## config.mk

```make
export PLATFORM = sky130hd
export DESIGN_NAME = mdu_iter
export DESIGN_NICKNAME = d
export VERILOG_FILES = /design/src/rtl/mdu_pkg.sv /design/src/rtl/mdu_iter.sv
export SDC_FILE = /design/constraint.sdc
export NUM_CORES = 1
export LEC_CHECK = 0
export BUFFER_PORTS_ARGS = -buffer_cell sky130_fd_sc_hd__buf_4
export CAP_MARGIN = 15
export CORE_ASPECT_RATIO = 2
export CORE_UTILIZATION = 55
export CTS_BUF_LIST = sky130_fd_sc_hd__clkbuf_4
export DETAILED_ROUTE_END_ITERATION = 7
export PLACE_DENSITY = 0.74
export SETUP_SLACK_MARGIN = 0.15
export SYNTH_ARGS = -nofsm -noshare
export SYNTH_HDL_FRONTEND = slang
export SYNTH_SLANG_ARGS = --single-unit
```

## constraint.sdc

```tcl
create_clock -name clk -period 5.7 [get_ports clk]
set_input_delay 0.855 -clock clk [delete_from_list [all_inputs] [get_ports clk]]
set_output_delay 0.855 -clock clk [all_outputs]
set_load 0.01 [all_outputs]
```

## src/rtl/mdu_pkg.sv

```systemverilog
// mdu_pkg: shared definitions for the iterative multiply/divide unit.
// Op encodings are shared with the instruction decoder.
package mdu_pkg;

   localparam logic [2:0] MDU_MUL  = 3'b000;
   localparam logic [2:0] MDU_MULH = 3'b001;
   localparam logic [2:0] MDU_DIV  = 3'b010;
   localparam logic [2:0] MDU_DIVU = 3'b011;
   localparam logic [2:0] MDU_REM  = 3'b100;
   localparam logic [2:0] MDU_REMU = 3'b101;

   localparam int MDU_LATENCY = 33;

   typedef enum logic [1:0] {
      ST_IDLE,
      ST_CALC,
      ST_FIX
   } mdu_state_e;

   // MUL, MULH, DIV and REM work on operand magnitudes
   function automatic logic is_signed_op(input logic [2:0] op);
      return (op == MDU_MUL) || (op == MDU_MULH) ||
             (op == MDU_DIV) || (op == MDU_REM);
   endfunction

endpackage

```

## src/rtl/mdu_iter.sv

```systemverilog
// mdu_iter: radix-2 iterative multiply/divide, fixed 33-cycle latency.
// Multiply and divide share magnitude regs, counter and one adder.
module mdu_iter
   import mdu_pkg::*;
#(
   parameter int XLEN = 32
) (
   input  logic            clk,
   input  logic            rst_n,
   input  logic            start,
   input  logic [2:0]      mdu_op,
   input  logic [XLEN-1:0] op_a,
   input  logic [XLEN-1:0] op_b,
   output logic            busy,
   output logic            done,
   output logic [XLEN-1:0] result
);

   localparam int CW = $clog2(XLEN);

   mdu_state_e      r_state;
   mdu_state_e      w_next;
   logic [2:0]      r_op;
   logic            r_sa;
   logic            r_sb;
   logic            r_bz;
   logic            r_ovf;
   logic [XLEN-1:0] r_mb;
   logic [XLEN-1:0] r_hi;
   logic [XLEN-1:0] r_lo;
   logic [CW-1:0]   r_cnt;
   logic            r_done;
   logic [XLEN-1:0] r_result;

   logic            w_sa_in;
   logic            w_sb_in;
   logic [XLEN-1:0] w_mag_a;
   logic [XLEN-1:0] w_mag_b;
   logic            w_is_mul;
   logic [XLEN:0]   w_shift;
   logic [XLEN:0]   w_add_a;
   logic [XLEN:0]   w_add_b;
   logic [XLEN:0]   w_sum;
   logic [XLEN:0]   w_acc;
   logic [2*XLEN-1:0] w_prod;
   logic [2*XLEN-1:0] w_prod_s;
   logic [XLEN-1:0] w_quo_s;
   logic [XLEN-1:0] w_rem_s;
   logic [XLEN-1:0] w_fix_res;
   logic            w_last;

   assign busy   = (r_state != ST_IDLE);
   assign done   = r_done;
   assign result = r_result;

   assign w_sa_in = is_signed_op(mdu_op) & op_a[XLEN-1];
   assign w_sb_in = is_signed_op(mdu_op) & op_b[XLEN-1];
   assign w_mag_a = w_sa_in ? (~op_a + 1'b1) : op_a;
   assign w_mag_b = w_sb_in ? (~op_b + 1'b1) : op_b;

   // shared adder: add for shift-add multiply, subtract for restoring divide
   assign w_is_mul = (r_op == MDU_MUL) || (r_op == MDU_MULH);
   assign w_shift  = {r_hi, r_lo[XLEN-1]};
   assign w_add_a  = w_is_mul ? {1'b0, r_hi} : w_shift;
   assign w_add_b  = {1'b0, r_mb};
   assign w_sum    = w_is_mul ? (w_add_a + w_add_b) : (w_add_a - w_add_b);
   assign w_acc    = r_lo[0] ? w_sum : {1'b0, r_hi};
   assign w_last   = (r_cnt == CW'(XLEN - 1));

   assign w_prod   = {r_hi, r_lo};
   assign w_prod_s = (r_sa ^ r_sb) ? (~w_prod + 1'b1) : w_prod;
   assign w_quo_s  = (r_sa ^ r_sb) ? (~r_lo + 1'b1) : r_lo;
   assign w_rem_s  = r_sa ? (~r_hi + 1'b1) : r_hi;

   // final sign correction and special-case override
   always_comb begin
      w_fix_res = '0;
      unique case (r_op)
         MDU_MUL:  w_fix_res = w_prod_s[XLEN-1:0];
         MDU_MULH: w_fix_res = w_prod_s[2*XLEN-1:XLEN];
         MDU_DIV: begin
            if (r_bz)
               w_fix_res = '1;
            else if (r_ovf)
               w_fix_res = {1'b1, {(XLEN-1){1'b0}}};
            else
               w_fix_res = w_quo_s;
         end
         MDU_DIVU: w_fix_res = r_bz ? '1 : r_lo;
         MDU_REM:  w_fix_res = r_ovf ? '0 : w_rem_s;
         MDU_REMU: w_fix_res = r_hi;
         default:  w_fix_res = '0;
      endcase
   end

   // state register
   always_ff @(posedge clk or negedge rst_n) begin
      if (!rst_n)
         r_state <= ST_IDLE;
      else
         r_state <= w_next;
   end

   // next-state logic
   always_comb begin
      w_next = r_state;
      unique case (r_state)
         ST_IDLE: if (start) w_next = ST_CALC;
         ST_CALC: if (w_last) w_next = ST_FIX;
         ST_FIX:  w_next = ST_IDLE;
         default: w_next = ST_IDLE;
      endcase
   end

   // datapath: operand latch, one iteration per CALC cycle, result write
   always_ff @(posedge clk or negedge rst_n) begin
      if (!rst_n) begin
         r_op     <= '0;
         r_sa     <= 1'b0;
         r_sb     <= 1'b0;
         r_bz     <= 1'b0;
         r_ovf    <= 1'b0;
         r_mb     <= '0;
         r_hi     <= '0;
         r_lo     <= '0;
         r_cnt    <= '0;
         r_done   <= 1'b0;
         r_result <= '0;
      end else begin
         r_done <= 1'b0;
         unique case (r_state)
            ST_IDLE: begin
               if (start) begin
                  r_op  <= mdu_op;
                  r_sa  <= w_sa_in;
                  r_sb  <= w_sb_in;
                  r_bz  <= (op_b == '0);
                  r_ovf <= (op_a == {1'b1, {(XLEN-1){1'b0}}}) &&
                           (op_b == '1);
                  r_mb  <= w_mag_b;
                  r_hi  <= '0;
                  r_lo  <= w_mag_a;
                  r_cnt <= '0;
               end
            end
            ST_CALC: begin
               r_cnt <= r_cnt + 1'b1;
               if (w_is_mul) begin
                  r_hi <= w_acc[XLEN:1];
                  r_lo <= {w_acc[0], r_lo[XLEN-1:1]};
               end else begin
                  r_hi <= w_sum[XLEN] ? w_shift[XLEN-1:0]
                                      : w_sum[XLEN-1:0];
                  r_lo <= {r_lo[XLEN-2:0], ~w_sum[XLEN]};
               end
            end
            ST_FIX: begin
               r_result <= w_fix_res;
               r_done   <= 1'b1;
            end
            default: ;
         endcase
      end
   end

endmodule

```

# Word-level counts from Yosys, hierarchy flattened
# Cells that the tools add are included.
# op_classes
addsub	8
eq_ne	15
muxes	26
bitwise_logic	9
reduce_logical	14
# op_table
op	count
2-to-1 mux 32 bit	13
one-hot mux 32 bit (6 select lines)	1
adder 32 x 1 -> 32 bit, second input constant	4
inverter 32 bit	4
one-hot mux 32 bit (2 select lines)	2
2-to-1 mux 33 bit	3
adder 64 x 1 -> 64 bit, second input constant	1
equality test 32 bit, second input constant	2
2-to-1 mux 64 bit	1
inverter 64 bit	1
adder 33 x 32 -> 33 bit	1
subtractor 33 x 32 -> 33 bit	1
logical NOT 32 bit	1
one-hot mux 5 bit (2 select lines)	1
equality test 3 x 2 -> 1 bit, second input constant	3
equality test 3 bit, second input constant	3
equality test 3 x 1 -> 1 bit, second input constant	2
logical NOT 3 bit	2
AND reduction 2 bit	3
adder 5 x 1 -> 5 bit, second input constant	1
equality test 5 bit, second input constant	1
2-to-1 mux 5 bit	1
logical OR 1 bit	4
2-to-1 mux 2 bit	2
11 further kinds	14
# word_totals
ff_bits	143
out_inout_bits	34
word_cells	84

# Longest topological paths before layout
# logic_depth
depth_word	8
depth_mapped	21

# Worst setup path after synthesis
# OpenSTA, ideal clock, no wires.
# synth_path
path_type	register to register
from	reg r_mb[6]
to	reg r_hi[20]
setup_ps	122
arrival_ps	4338
t_required_ps	5578
slack_ps	1240
path_stages_with_launch	21
path_buffers	2
synth_period_minus_slack_ps	4460
cell_sequence	dfrtp_1 -> or3_1 -> nand4b_1 -> nor2_1 -> nand3b_1 -> nor2_1 -> nand3b_1 -> nor2_1 -> a21oi_1 -> xor2_1 -> ha_1 -> clkbuf_1 -> a21oi_1 -> o21ai_0 -> nor4_1 -> a21oi_1 -> xnor2_1 -> buf_2 -> mux2i_1 -> nand2_1 -> a32o_1
# synth_between
elab_chain_len	5
elab_cells_between_ends	7
# synth_rtl
item	line_no	rtl
start: declaration	mdu_iter.sv:28	logic [XLEN-1:0] r_mb;
start signal: assignment	mdu_iter.sv:140	r_mb <= w_mag_b;
subtractor 33 x 32 -> 33 bit / adder 33 x 32 -> 33 bit (equally long branches)	mdu_iter.sv:66	assign w_sum = w_is_mul ? (w_add_a + w_add_b) : (w_add_a - w_add_b);
2-to-1 mux 33 bit *	mdu_iter.sv:66	
2-to-1 mux 32 bit / 2-to-1 mux 33 bit (equally long branches)	mdu_iter.sv:152, mdu_iter.sv:67	
2-to-1 mux 32 bit *	mdu_iter.sv:148	if (w_is_mul) begin
one-hot mux 32 bit (2 select lines) *	mdu_iter.sv:131	unique case (r_state)
end signal: assignment	mdu_iter.sv:149	r_hi <= w_acc[XLEN:1];
end signal: assignment	mdu_iter.sv:152	r_hi <= w_sum[XLEN] ? w_shift[XLEN-1:0]
end: declaration	mdu_iter.sv:29	logic [XLEN-1:0] r_hi;
# Every way passes the cells marked *; elsewhere a longest branch is shown, timed or not.
# A chain may end at the register's enable or synchronous reset.

# Worst setup path in the final report
# layout_path
from	reg r_mb[6]
to	reg r_hi[7]
# The elaborated chain is that of the path after synthesis.

==> impl_metrics.env <==
export IMPL_place_inst=2224
export IMPL_dp_hpwl_um=38400
export IMPL_fin_skew_ns=0.0267
export IMPL_drive_gt1_frac=0.101
export IMPL_critical_path_required_ns=6.21
export IMPL_clock_sinks=143
export IMPL_cts_root_buf="clkbuf_4"
export IMPL_worstReg2RegEnd="r_hi[7]$_DFFE_PN0P_"
export IMPL_slew_violations=0
export IMPL_start_kind="flip-flop"
export IMPL_synth_adder_area_share=0.0379
export IMPL_antenna_found_initial=4
export IMPL_synth_cell_types=78
export IMPL_hold_viol=0
export IMPL_synth_seq_area_share=0.256
export IMPL_cts_tree="built"
export IMPL_die_area_um2=26100
export IMPL_rrSetupSlack_ns=0.65
export IMPL_final_common_cell="nand2_1"
export IMPL_synthCells=1918
export IMPL_drc=0
export IMPL_cp_max_fo=26
export IMPL_synth_area_leaders="dfrtp_1 (26%), nand2_1 (8.3%), a21oi_1 (6.9%)"
export IMPL_fmax_ghz=0.198
export IMPL_reg2reg_depth=20
export IMPL_status="complete, no violations"
export IMPL_cts_inserted_buffers=17
export IMPL_drv_cap=0
export IMPL_grt_usage=0.414
export IMPL_grt_pass1_vias=14500
export IMPL_min_period_over_period=0.886
export IMPL_synth_area_um2=14000
export IMPL_synth_fp_nets=2029
export IMPL_synth_simple_area_share=0.218
export IMPL_area_growth_synth_to_final_pct=8.04
export IMPL_postCtsHoldBufs=0
export IMPL_period_needed_ns=5.05
export IMPL_htreeDepth=4
export IMPL_cts_setup_buffers=0
export IMPL_die_h_um=228
export IMPL_clkLatencyLatePin_ns=0.65
export IMPL_ys_async_sr_fraction=1.00
export IMPL_synth_xor_area_share=0.111
export IMPL_worst_slew_pin_slew_ns=1.42
export IMPL_final_cell_mix="nand2_1 (309), a21oi_1 (193), o21ai_0 (172)"
export IMPL_fp_coreArea_um2=25000
export IMPL_syn_avg_cell_area_um2=7.30
export IMPL_rsz0062_at_grt="false"
export IMPL_setup_viol=0
export IMPL_grt_max_degree=102
export IMPL_drt_wl_total_um=52400
export IMPL_synthFlopType="dfrtp_1"
export IMPL_io_buffers=103
export IMPL_slew_headroom=0.0436
export IMPL_ys_warnings_count=0
export IMPL_drt_pass1_iter_count=6
export IMPL_ant_nets=0
export IMPL_gp_congestion=1.00
export IMPL_initial_core_util=0.559
export IMPL_end_kind="flip-flop"
export IMPL_die_x_um=115
export IMPL_dr_total_vias=15000
export IMPL_nNetsFinal=2018
export IMPL_cts_resized=0
export IMPL_synth_area_leader_cell="dfrtp_1"
export IMPL_wl_per_cell_um=23.2
export IMPL_path_clk_slew_ns=0.13
export IMPL_ys_ff_latch=143
export IMPL_hold_path_class="input pin to asynchronous set/reset pin"
export IMPL_gr_total_overflow=0
export IMPL_vias_per_cell=6.63
export IMPL_grt_pass1_wl_um=80500
export IMPL_row_count=82
export IMPL_timing_rr_start="r_mb[6]$_DFFE_PN0P_"
export IMPL_synth_top_area_frac=0.256
export IMPL_synth_edf_count=0
export IMPL_worst_setup_path_type="flip-flop to flip-flop"
export IMPL_synth_compound_area_frac=0.281
export IMPL_utilization=0.604
export IMPL_fin_tns_setup_ns=0
export IMPL_cp_arrival_ns=5.56
export IMPL_synth_top_family_by_area="compound AO/OA/AOI/OAI gates"
export IMPL_stdcell_count=2257
export IMPL_initialDrtViolationCount=1690
export IMPL_synthMuxAreaShare=0.0390
export IMPL_clockBufferDepth=2
export IMPL_pin_count=104
## registers in the layout, indices dropped and copies added (netlist names)
name	count
r_sa	1
result	32
r_sb	1
r_state	2
r_hi	32
r_bz	1
r_cnt	5
r_op	3
r_mb	32
r_ovf	1
r_lo	32
done	1
## routing by layer
| metal | track usage | vias up | part of all wire |
|---|---|---|---|
| met1 | 0.409 | 7070 | 0.34 |
| met5 | 0 | - | 0.00025 |
| met3 | 0.101 | 285 | 0.072 |
| li1 | - | 6893 | - |
| met4 | 0.400 | 2 | 0.11 |
| met2 | 0.696 | 712 | 0.49 |
## logic make-up after synthesis
| group | Yosys count |
|---|---|
| AND/OR/NAND/NOR | 660 |
| AO/OA/AOI/OAI | 636 |
| buffers and inverters | 205 |
| XOR/XNOR | 178 |
| flip-flops | 143 |
| multiplexers | 54 |
| adder cells (fa/ha/maj) | 42 |
## area by class of cell
class / instances / area [um^2]
sequential: 143 / 3580
clock inverter: 12 / 96.3
inverter: 45 / 169
antenna: 2 / 5.00
multi-input combinational: 1570 / 9700
tap: 336 / 420
timing repair buffer: 130 / 1000
fill: 2460 / 9920
clock buffer: 19 / 143
## synth_stat cells (all sizes together) (27+ instances only)
cell type,number
nor3,47
dfrtp,143
o21ai,173
nand2,311
nor2,139
xnor2,107
a31oi,48
xor2,71
buf,27
mux2i,50
inv,44
a211oi,36
ha,40
clkbuf,133
a21oi,194
## critical path: stages, from the launching register on
cell,delay [ns]
dfrtp_1,0.44
or3_1,0.47
nand4b_1,0.28
nor2_1,0.21
nand3b_1,0.14
nor2_1,0.27
nand3b_1,0.16
nor2_2,0.21
a21oi_1,0.12
xor2_1,0.16
ha_1,0.39
a21oi_1,0.09
o21ai_0,0.37
nand2b_1,0.16
a31oi_1,0.10
a21oi_2,0.32
xnor2_4,0.24
buf_12,0.25
mux2_2,0.35
nand2_1,0.06
a31oi_1,0.08
## through the flow
step	hold WS (ns)	setup WS (ns)	cell area, um^2
floorplan	0.449	1.24	14000
global placement	0.472	0.559	14800
detailed placement	0.475	0.495	14800
CTS	0.323	0.450	15100
global route	0.350	0.227	15100
finish	0.281	0.652	15100
## how the worst max path moves through the flow
stage,startpoint,end,slack [ns],depth (start not counted)
global placement,r_mb[6]$_DFFE_PN0P_,r_hi[7]$_DFFE_PN0P_,0.56,19
floorplan,r_mb[6]$_DFFE_PN0P_,r_hi[20]$_DFFE_PN0P_,1.24,20
CTS,r_mb[6]$_DFFE_PN0P_,r_hi[31]$_DFFE_PN0P_,0.45,18
detailed placement,r_mb[6]$_DFFE_PN0P_,r_hi[31]$_DFFE_PN0P_,0.49,18
finish,r_mb[6]$_DFFE_PN0P_,r_hi[7]$_DFFE_PN0P_,0.65,20
global route,r_mb[6]$_DFFE_PN0P_,r_hi[7]$_DFFE_PN0P_,0.23,19
Power is not shown: default switching activity piles up to over one toggle a cycle in this logic, so the estimate is an artifact.
